`config.mk`:
```
export PLATFORM = sky130hd
export DESIGN_NAME = clk_div_sweep_ctrl
export DESIGN_NICKNAME = d
export VERILOG_FILES = /design/src/rtl/clk_div_sweep_ctrl.sv
export SDC_FILE = /design/constraint.sdc
export NUM_CORES = 1
export LEC_CHECK = 0
export CAP_MARGIN = 20
export CORE_MARGIN = 4
export CORE_UTILIZATION = 36
export DETAILED_ROUTE_END_ITERATION = 10
export GPL_ROUTABILITY_DRIVEN = 0
export HOLD_SLACK_MARGIN = 0.12
export MAX_ROUTING_LAYER = met4
export PLACE_DENSITY = 0.64
export SLEW_MARGIN = 15
export SYNTH_ARGS = -nofsm -noshare
export SYNTH_HDL_FRONTEND = slang
export SYNTH_SLANG_ARGS = --single-unit
```
`constraint.sdc`:
```
create_clock -name clk -period 7.5 [get_ports clk]
set_input_delay 1.125 -clock clk [delete_from_list [all_inputs] [get_ports clk]]
set_output_delay 1.125 -clock clk [all_outputs]
set_load 0.1 [all_outputs]
```
`src/rtl/clk_div_sweep_ctrl.sv`:
```
// Stepped-frequency sweep sequencer for a fractional clock divider.
// Resets the divider, then dwells and steps the {div,div_frac} word by a signed increment.
module clk_div_sweep_ctrl #(
    parameter int RST_CYCLES = 4,
    parameter int MIN_DIV    = 20
) (
    input  logic        clk,
    input  logic        rst,
    input  logic        cfg_valid_i,
    output logic        cfg_ready_o,
    input  logic [9:0]  cfg_start_div_i,
    input  logic [21:0] cfg_start_frac_i,
    input  logic [31:0] cfg_step_i,
    input  logic [15:0] cfg_num_steps_i,
    input  logic [15:0] cfg_dwell_i,
    input  logic        start_i,
    input  logic        abort_i,
    input  logic        rader_pulse_i,
    output logic [9:0]  div_o,
    output logic [21:0] div_frac_o,
    output logic        div_rst_o,
    output logic        busy_o,
    output logic        done_o,
    output logic        err_o,
    output logic        step_strobe_o,
    output logic [15:0] step_idx_o
);

    typedef enum logic [1:0] {IDLE, ARM, RUN} state_e;

    localparam int ARM_W = (RST_CYCLES > 1) ? $clog2(RST_CYCLES) : 1;

    state_e             state_q, state_d;
    logic [9:0]         start_div_q, start_div_d;
    logic [21:0]        start_frac_q, start_frac_d;
    logic [31:0]        step_q, step_d;
    logic [15:0]        num_steps_q, num_steps_d;
    logic [15:0]        dwell_q, dwell_d;
    logic [31:0]        word_q, word_d;
    logic               div_rst_q, div_rst_d;
    logic               done_q, done_d;
    logic               err_q, err_d;
    logic               strobe_q, strobe_d;
    logic [15:0]        step_idx_q, step_idx_d;
    logic [15:0]        dwell_cnt_q, dwell_cnt_d;
    logic [ARM_W-1:0]   arm_cnt_q, arm_cnt_d;

    logic               cfg_load;
    logic [15:0]        eff_dwell;
    logic               dwell_hit;
    logic [32:0]        step_sum;
    logic               step_bad;

    // Sign-extending the step into 33 bits makes bit 32 flag both carry and borrow.
    assign step_sum  = {1'b0, word_q} + {step_q[31], step_q};
    assign step_bad  = step_sum[32] || (step_sum[31:22] < 10'(MIN_DIV));
    assign eff_dwell = (dwell_q == 16'd0) ? 16'd1 : dwell_q;
    assign dwell_hit = (dwell_cnt_q == eff_dwell - 16'd1);
    assign cfg_load  = cfg_valid_i && (state_q == IDLE);

    // NOTE: sequential state uses non-blocking assignments so every register samples pre-edge values.
    always_ff @(posedge clk) begin
        if (rst) begin
            state_q      <= IDLE;
            start_div_q  <= 10'(MIN_DIV);
            start_frac_q <= '0;
            step_q       <= '0;
            num_steps_q  <= '0;
            dwell_q      <= 16'd1;
            word_q       <= {10'(MIN_DIV), 22'd0};
            div_rst_q    <= 1'b1;
            done_q       <= 1'b0;
            err_q        <= 1'b0;
            strobe_q     <= 1'b0;
            step_idx_q   <= '0;
            dwell_cnt_q  <= '0;
            arm_cnt_q    <= '0;
        end else begin
            state_q      <= state_d;
            start_div_q  <= start_div_d;
            start_frac_q <= start_frac_d;
            step_q       <= step_d;
            num_steps_q  <= num_steps_d;
            dwell_q      <= dwell_d;
            word_q       <= word_d;
            div_rst_q    <= div_rst_d;
            done_q       <= done_d;
            err_q        <= err_d;
            strobe_q     <= strobe_d;
            step_idx_q   <= step_idx_d;
            dwell_cnt_q  <= dwell_cnt_d;
            arm_cnt_q    <= arm_cnt_d;
        end
    end

    // NOTE: every signal gets a default at the top so no path leaves one unassigned (no latches).
    always_comb begin
        state_d      = state_q;
        start_div_d  = start_div_q;
        start_frac_d = start_frac_q;
        step_d       = step_q;
        num_steps_d  = num_steps_q;
        dwell_d      = dwell_q;
        word_d       = word_q;
        div_rst_d    = div_rst_q;
        done_d       = 1'b0;
        err_d        = err_q;
        strobe_d     = 1'b0;
        step_idx_d   = step_idx_q;
        dwell_cnt_d  = dwell_cnt_q;
        arm_cnt_d    = arm_cnt_q;

        if (cfg_load) begin
            start_div_d  = cfg_start_div_i;
            start_frac_d = cfg_start_frac_i;
            step_d       = cfg_step_i;
            num_steps_d  = cfg_num_steps_i;
            dwell_d      = cfg_dwell_i;
        end

        if (abort_i) begin
            state_d   = IDLE;
            div_rst_d = 1'b0;
        end else begin
            unique case (state_q)
                IDLE: begin
                    if (start_i) begin
                        state_d     = ARM;
                        word_d      = cfg_load ? {cfg_start_div_i, cfg_start_frac_i}
                                               : {start_div_q, start_frac_q};
                        div_rst_d   = 1'b1;
                        step_idx_d  = '0;
                        strobe_d    = 1'b1;
                        err_d       = 1'b0;
                        dwell_cnt_d = '0;
                        arm_cnt_d   = '0;
                    end
                end
                ARM: begin
                    if (arm_cnt_q == ARM_W'(RST_CYCLES - 1)) begin
                        state_d   = RUN;
                        div_rst_d = 1'b0;
                    end else begin
                        arm_cnt_d = arm_cnt_q + 1'b1;
                    end
                end
                RUN: begin
                    if (rader_pulse_i) begin
                        if (!dwell_hit) begin
                            dwell_cnt_d = dwell_cnt_q + 16'd1;
                        end else if (step_idx_q == num_steps_q) begin
                            state_d = IDLE;
                            done_d  = 1'b1;
                        end else if (step_bad) begin
                            state_d = IDLE;
                            done_d  = 1'b1;
                            err_d   = 1'b1;
                        end else begin
                            word_d      = step_sum[31:0];
                            step_idx_d  = step_idx_q + 16'd1;
                            strobe_d    = 1'b1;
                            dwell_cnt_d = '0;
                        end
                    end
                end
                default: state_d = IDLE;
            endcase
        end
    end

    always_comb begin
        cfg_ready_o   = (state_q == IDLE);
        busy_o        = (state_q != IDLE);
        div_o         = word_q[31:22];
        div_frac_o    = word_q[21:0];
        div_rst_o     = div_rst_q;
        done_o        = done_q;
        err_o         = err_q;
        step_strobe_o = strobe_q;
        step_idx_o    = step_idx_q;
    end

endmodule

```
==> results by group, run 1 <==
STA
  – Tmin final: 5506 ps
  – F_max: 0.1816 GHz
  – Endpoints failing setup: 0
  – Max Slew Vio Count: 0
  – Layout Skew: 7.821 ps
  – RSZ-0062 raised after global routing: false
  – Final period utilization: 73.41%
  – Worst setup margin: 1994 ps
  – Max_slew headroom: 29.35%
  – Final setup TNS: 0 ps
  – Slew @ Worst Pin: 1056 ps
  – Final Hold Vio Count: 0

Layout
  – Share of layout cells above drive strength 1: 5.031%
  – Area Growth Syn to Fin: 26.19%
  – Multi-input gate area: 5433 sq um
  – Sequential cell area: 3363 sq um
  – Nets: 1,418
  – Post-route insts no fill: 1,618
  – Filler cells: 2,440

Clock network
  – Clock transition at the registers of the reported paths: 70 ps
  – Worst-Skew Late Latency: 440 ps
  – Clk sinks: 168
  – CTS buffer count: 17
  – CTS Hold Bufs: 0
  – Clock tree buffer depth: 2
  – Maximum level of the CTS H-tree: 4
  – CTS tree: built
  – # Post-CTS Setup Buffers: 0
  – # resized after CTS: 0
  – Root Driver: clkbuf_16

Synth
  – Post-Syn Area: 9105 sq um
  – Distinct cell type count after synthesis: 62
  – Sequential share of the synthesized area: 36.94%
  – Number of synthesized flops with an enable pin: 0
  – Ys flop type: dfxtp_1
  – Yosys warnings: 0
  – Synth Register Bits: 168
  – Syn Inst Count: 1,162
  – Async set-or-reset flop fraction in the synthesized netlist: 0%
  – Syn Nets: 1,301
  – Mean Syn Cell Area: 7.836 sq um

Global route
  – Overall global routing resource usage: 19.13%
  – Largest net degree at the start of global routing: 77
  – Initial antenna violation count: 2
  – Vias in the first global route: 8,319
  – First-pass GRT wire length: 43,040 um
  – GRT overflow: 0

Die
  – I/O pin count: 156
  – # rows: 57
  – Die area: 27,900 sq um
  – Core Region: 24,600 sq um
  – Initial core utilization: 37.00%
  – Die width: 167.0 um
  – Die Ht: 167.0 um

Setup path
  – CP Class: flip-flop to flip-flop
  – Crit path required time: 7870 ps
  – Arr. time, crit path: 5880 ps
  – Crit. End Element: flip-flop
  – Worst Path Max Fanout: 37
  – Crit path launch type: flip-flop

Hold path
  – Tightest Hold Check Type: flip-flop to flip-flop

Pwr
  – Leak: 4.515 nW
  – PwrDens: 200.1 nW/um^2
  – Worst vdd ir: 0.0001045 V
  – Power Total: 0.002299 W

Drt
  – Routed length per instance: 16.32 um
  – DRT iter0 DRCs: 599
  – Routed WL: 26,410 um
  – Top Metal Used: met4
  – DR WL met3: 1132 um
  – Drt drc: 0
  – WL met1: 12,430 um
  – Met2 WL: 12,390 um
  – Post-DRT Antenna Nets: 0
  – Post-DR vias/cell: 5.338
  – Drt pass-1 iters: 5
  – Vias: 8,637

Placed design
  – IO Port Bufs: 155
  – Setup WS pre-CTS: 2092 ps
  – Dpl hpwl: 19,260 um
  – Post-Place Cells: 1,584

Run status
  – Outcome: complete, no violations

Flow run
  – Total of max-cap violations: 0
## cells in the mapped netlist (2+ instances only)
cell	count	share of area, %
a2111oi_0	2	0.19
a211o_1	3	0.29
a211oi_1	11	0.91
a21boi_0	3	0.25
a21o_1	14	1.2
a21oi_1	159	8.7
a22o_1	2	0.19
a22oi_1	3	0.25
a31o_2	3	0.29
a31oi_1	6	0.41
and2_1	6	0.41
and3_1	16	1.1
buf_1	6	0.25
buf_2	5	0.27
clkbuf_1	51	2.1
dfxtp_1	168	37
ha_1	36	4.9
inv_1	18	0.74
mux2_2	2	0.25
mux2i_1	39	4.3
nand2_1	232	9.6
nand2b_1	9	0.62
nand3_1	25	1.4
nand3b_1	2	0.16
nand4_1	11	0.76
nor2_1	72	3.0
nor2b_1	3	0.21
nor3_1	16	0.88
nor3b_1	4	0.33
nor4_1	8	0.55
o2111ai_1	2	0.19
o211ai_1	35	2.9
o21a_1	5	0.41
o21ai_0	47	2.6
o21ai_1	8	0.44
o21bai_1	3	0.25
o31ai_1	12	0.99
or2_2	4	0.27
or3_1	14	0.96
or3b_2	6	0.58
or4_1	8	0.66
or4_4	3	0.37
xnor2_1	44	4.2
xor2_1	18	1.7
## path summary, 6_finish.rpt
| kind | from | endpoint | cells past startpoint | slack, ps |
|---|---|---|---|---|
| setup / recovery | dwell_q[8] | step_idx_o[7] | 16 | 1990 |
| hold / removal | step_q[13] | step_q[13] | 2 | 460 |
| setup reg to reg | dwell_q[8] | step_idx_o[7] | 16 | 1990 |
| hold reg to reg | step_q[13] | step_q[13] | 2 | 460 |
## sequential cells by signal (all words and copies together) (netlist names)
name,flops
start_frac_q,22
dwell_q,16
arm_cnt_q,2
div_rst_o,1
step_q,32
word_q,32
step_strobe_o,1
state_q,2
dwell_cnt_q,16
done_o,1
step_idx_o,16
num_steps_q,16
err_o,1
start_div_q,10
## routing by layer
| metal | vias to the layer above | global-route usage, % |
|---|---|---|
| li1 | 4356 | - |
| met5 | - | - |
| met3 | 29 | 2.726 |
| met2 | 211 | 30.59 |
| met1 | 4041 | 25.09 |
| met4 | 0 | 6.119 |
## worst max-delay path, stage by stage, from the launching register on
cell and delay [ps]:
dfxtp_1 480, or4_4 240, nor3_1 90, a21oi_1 270
ha_1 250, or3b_2 480, nor4_2 310, nand2_1 120
a2111oi_0 550, o211ai_1 180, or4_4 590, a211o_1 330
a211oi_2 320, nor2_4 190, buf_4 340, or4_1 530
a21oi_1 150
## power breakdown
part	total (W)	switching (W)	leakage, nW	internal [W]
clock network	0.000937	0.000404	0.301	0.000533
registers	0.000963	0.0000310	1.37	0.000932
logic	0.000399	0.000244	2.84	0.000155
## cell usage in the layout, fill, tap and decap left out, types with 17 or more instances in the layout
cell             synthesis  layout
nand2_1                232     231
dfxtp_1                168     168
a21oi_1                159     159
clkdlybuf4s50_1          0     154
nor2_1                  72      72
o21ai_0                 47      47
xnor2_1                 44      44
mux2i_1                 39      39
ha_1                    36      36
o211ai_1                35      35
nand3_1                 25      25
inv_1                   18      18
xor2_1                  18      18
clkbuf_16                0      17
## through the flow
| step | utilization [%] | area, sq um | hold WS, ps |
|---|---|---|---|
| floorplan | - | 9105 | 438.3 |
| global placement | 44.16 | 10870 | 450.5 |
| detailed placement | 44.16 | 10870 | 459.3 |
| CTS | 46.68 | 11480 | 468.8 |
| global route | 46.70 | 11490 | 479.8 |
| finish | 46.70 | 11490 | 464.7 |
## kinds of logic (layout without fill, tap and decap cells)
kind of cell	after synthesis	in the layout	share of synthesized area [%]
AO/OA/AOI/OAI	326	326	21.44
adder cells (fa/ha/maj)	37	37	5.167
buffers and inverters	82	212	3.531
multiplexers	41	41	4.535
AND/OR/NAND/NOR	446	446	22.43
other	0	2	0
flip-flops	168	168	36.94
XOR/XNOR	62	62	5.964
## area by class of cell
class	instances	area share (%)
sequential	168	29.27
antenna	2	0.04356
inverter	19	0.6207
multi-input combinational	912	47.28
tap	324	3.528
clock inverter	15	1.677
clock buffer	17	3.702
timing repair buffer	161	13.87
Power figures use the tool's default switching activity.
==> inputs of run 2 (changes only) <==
==> constraint.sdc (replaced) <==
create_clock -name clk -period 5.07 [get_ports clk]
set_input_delay 0.7605 -clock clk [delete_from_list [all_inputs] [get_ports clk]]
set_output_delay 0.7605 -clock clk [all_outputs]
set_load 0.1 [all_outputs]
==> run 2 against run 1 <==
Via count decreased by 0.94%. Critical path depth shrank 2. Total power increased by 47%. Register-to-register slack lost 1700 ps. Largest cell class unchanged. Largest power group unchanged.
==> results by group, run 2 (synthesis gave the netlist of run 1 again) <==
STA
  – Final Hold Vio Count: 0 (unchanged)
  – Tmin final: 4738 ps (was 5506 ps)
  – Final hold slack: 468.2 ps (was 464.7 ps)
  – Layout Skew: 13.47 ps (was 7.821 ps)
  – Endpoints failing setup: 0 (unchanged)
  – Worst setup margin: 332.1 ps (was 1994 ps)
  – Final setup TNS: 0 ps (unchanged)
  – Max Slew Vio Count: 0 (unchanged)
  – Slew @ Worst Pin: 1073 ps (was 1056 ps)
  – Final period utilization: 93.45% (was 73.41%)
  – Max_slew headroom: 28.25% (was 29.35%)
  – F_max: 0.2111 GHz (was 0.1816 GHz)
  – RSZ-0062 raised after global routing: false (unchanged)

Layout
  – Most common cell after layout, fill and taps aside: nand2_1 (unchanged)
  – Share of layout cells above drive strength 1: 5.328% (was 5.031%)
  – Ant diodes: 0 (was 2)
  – Area Growth Syn to Fin: 26.98% (was 26.19%)
  – Most frequent cells in the layout: nand2_1 (231), dfxtp_1 (167), a21oi_1 (159) (was nand2_1 (231), dfxtp_1 (168), a21oi_1 (159))
  – Finished layout cell area: 11,560 sq um (was 11,490 sq um)
  – Largest registers: step_q (32), word_q (32), start_frac_q (22) (unchanged)
  – Nets: 1,422 (was 1,418)

Setup path
  – R2r startpoint: dwell_q[7] (was dwell_q[8])
  – FF-to-FF End: step_idx_o[7] (unchanged)
  – Worst Path Max Fanout: 24 (was 37)
  – Crit path required time: 5430 ps (was 7870 ps)
  – Crit path launch type: flip-flop (unchanged)
  – Setup crit end: step_idx_o[7] (unchanged)
  – FF-to-FF setup slack: 330 ps (was 1990 ps)
  – CP Class: flip-flop to flip-flop (unchanged)
  – Worst Reg-to-Reg Cells: 14 (was 16)
  – Crit. End Element: flip-flop (unchanged)
  – Arr. time, crit path: 5100 ps (was 5880 ps)
  – Critical path startpoint: dwell_q[7] (was dwell_q[8])

Clock network
  – CTS buffer count: 17 (unchanged)
  – Clock transition at the registers of the reported paths: 70 ps (about the same)
  – Clk sinks: 168 (unchanged)
  – Clock tree buffer depth: 2 (unchanged)
  – CTS Hold Bufs: 0 (unchanged)
  – CTS tree: built (unchanged)
  – Maximum level of the CTS H-tree: 4 (unchanged)
  – Worst-Skew Late Latency: 430 ps (was 440 ps)
  – Root Driver: clkbuf_16 (unchanged)

Global route
  – GRT overflow: 0 (unchanged)
  – Largest net degree at the start of global routing: 82 (was 77)
  – Overall global routing resource usage: 18.75% (was 19.13%)
  – First-pass GRT wire length: 42,350 um (was 43,040 um)
  – Vias in the first global route: 8,291 (was 8,319)
  – Initial antenna violation count: 0 (was 2)

Pwr
  – Worst vdd ir: 0.0001739 V (was 0.0001045 V)
  – Leak: 4.535 nW (was 4.515 nW)
  – PwrDens: 293.0 nW/um^2 (was 200.1 nW/um^2)

Die
  – Die width: 167.0 um (unchanged)
  – Initial core utilization: 37.00% (unchanged)
  – Die area: 27,900 sq um (unchanged)
  – Core Region: 24,600 sq um (unchanged)
  – # rows: 57 (unchanged)
  – I/O pin count: 156 (unchanged)
  – Die Ht: 167.0 um (unchanged)

Placed design
  – Setup WS pre-CTS: 172.2 ps (was 2092 ps)
  – IO Port Bufs: 155 (unchanged)
  – Dpl hpwl: 18,780 um (was 19,260 um)
  – Placed cell area: 10,900 sq um (was 10,870 sq um)

Drt
  – Routed WL: 26,050 um (was 26,410 um)
  – DRT iter0 DRCs: 652 (was 599)
  – Post-DR vias/cell: 5.285 (was 5.338)
  – Post-DRT Antenna Nets: 0 (unchanged)
  – Vias: 8,556 (was 8,637)
  – Drt drc: 0 (unchanged)
  – Routed length per instance: 16.09 um (was 16.32 um)
  – Drt pass-1 iters: 5 (unchanged)

Hold path
  – Hold Startpoint: step_q[0] (was step_q[13])
  – Tightest Hold Check Type: flip-flop to flip-flop (unchanged)

Run status
  – Outcome: complete, no violations (unchanged)

Flow run
  – Total of max-cap violations: 0 (unchanged)
run 2: cell count changes in the layout (fill, tap and decap cells not counted), moves of 2 or more:
cell      previous run  this run
clkinv_4             5         0
buf_4                7         9
clkbuf_8             0         3
diode_2              2         0
clkbuf_1             0         3
inv_6                4         0
clkinv_2             1         3
run 2: worst min path at each step:
stage / depth (start not counted) / to
3_5_place_dp: 2 / step_q[6]
2_1_floorplan: 2 / start_div_q[2]
5_1_grt: 2 / step_q[3]
6_report: 2 / step_q[0]
4_1_cts: 2 / step_q[6]
3_3_place_gp: 2 / step_q[6]
run 2: what timing repair did:
item	CTS	global route
setup endpoints to repair	0	46
setup buffers	0	0
gates resized for setup	0	7
run 2: layout make-up:
class / count / area, sq um
Clock buffer: 23 / 478.0
Fill cell: 2466 / 13040
Multi-Input combinational cell: 912 / 5465
Sequential cell: 168 / 3364
Tap cell: 324 / 405.4
Inverter: 19 / 71.32
Clock inverter: 8 / 120.1
Timing Repair Buffer: 165 / 1657
run 2: metrics by stage:
stage | instances | util (%) | total power [W]
global placement | 1587 | 44.31 | 0.002042
finish | 1619 | 46.99 | 0.003387
CTS | 1618 | 46.74 | 0.003402
global route | 1619 | 46.99 | 0.003524
floorplan | 1162 | - | 0.001847
detailed placement | 1587 | 44.31 | 0.002047
run 2: routing by layer:
metal	part of all wire (%)	GRT usage (%)	up-vias
met4	1.1	4.482	0
met2	46	29.59	183
met5	0	-	-
met3	4.0	2.844	15
met1	49	25.42	4006
li1	-	-	4352
run 2: critical path, stage by stage, from the launching register on:
cell and delay [ps]:
dfxtp_1 440, or4_4 240, nor3_2 70, a21oi_1 250
ha_1 240, or3b_2 510, nor3_1 320, a22oi_1 150
or4_1 510, or4_4 460, a211o_1 350, a211oi_4 280
nor2_4 160, or4_1 550, a21oi_1 140
run 2: report_power, final:
part	total (W)	switching [W]	internal, W
registers	0.00143	0.0000464	0.00138
logic	0.000603	0.000365	0.000238
clock network	0.00136	0.000547	0.000811
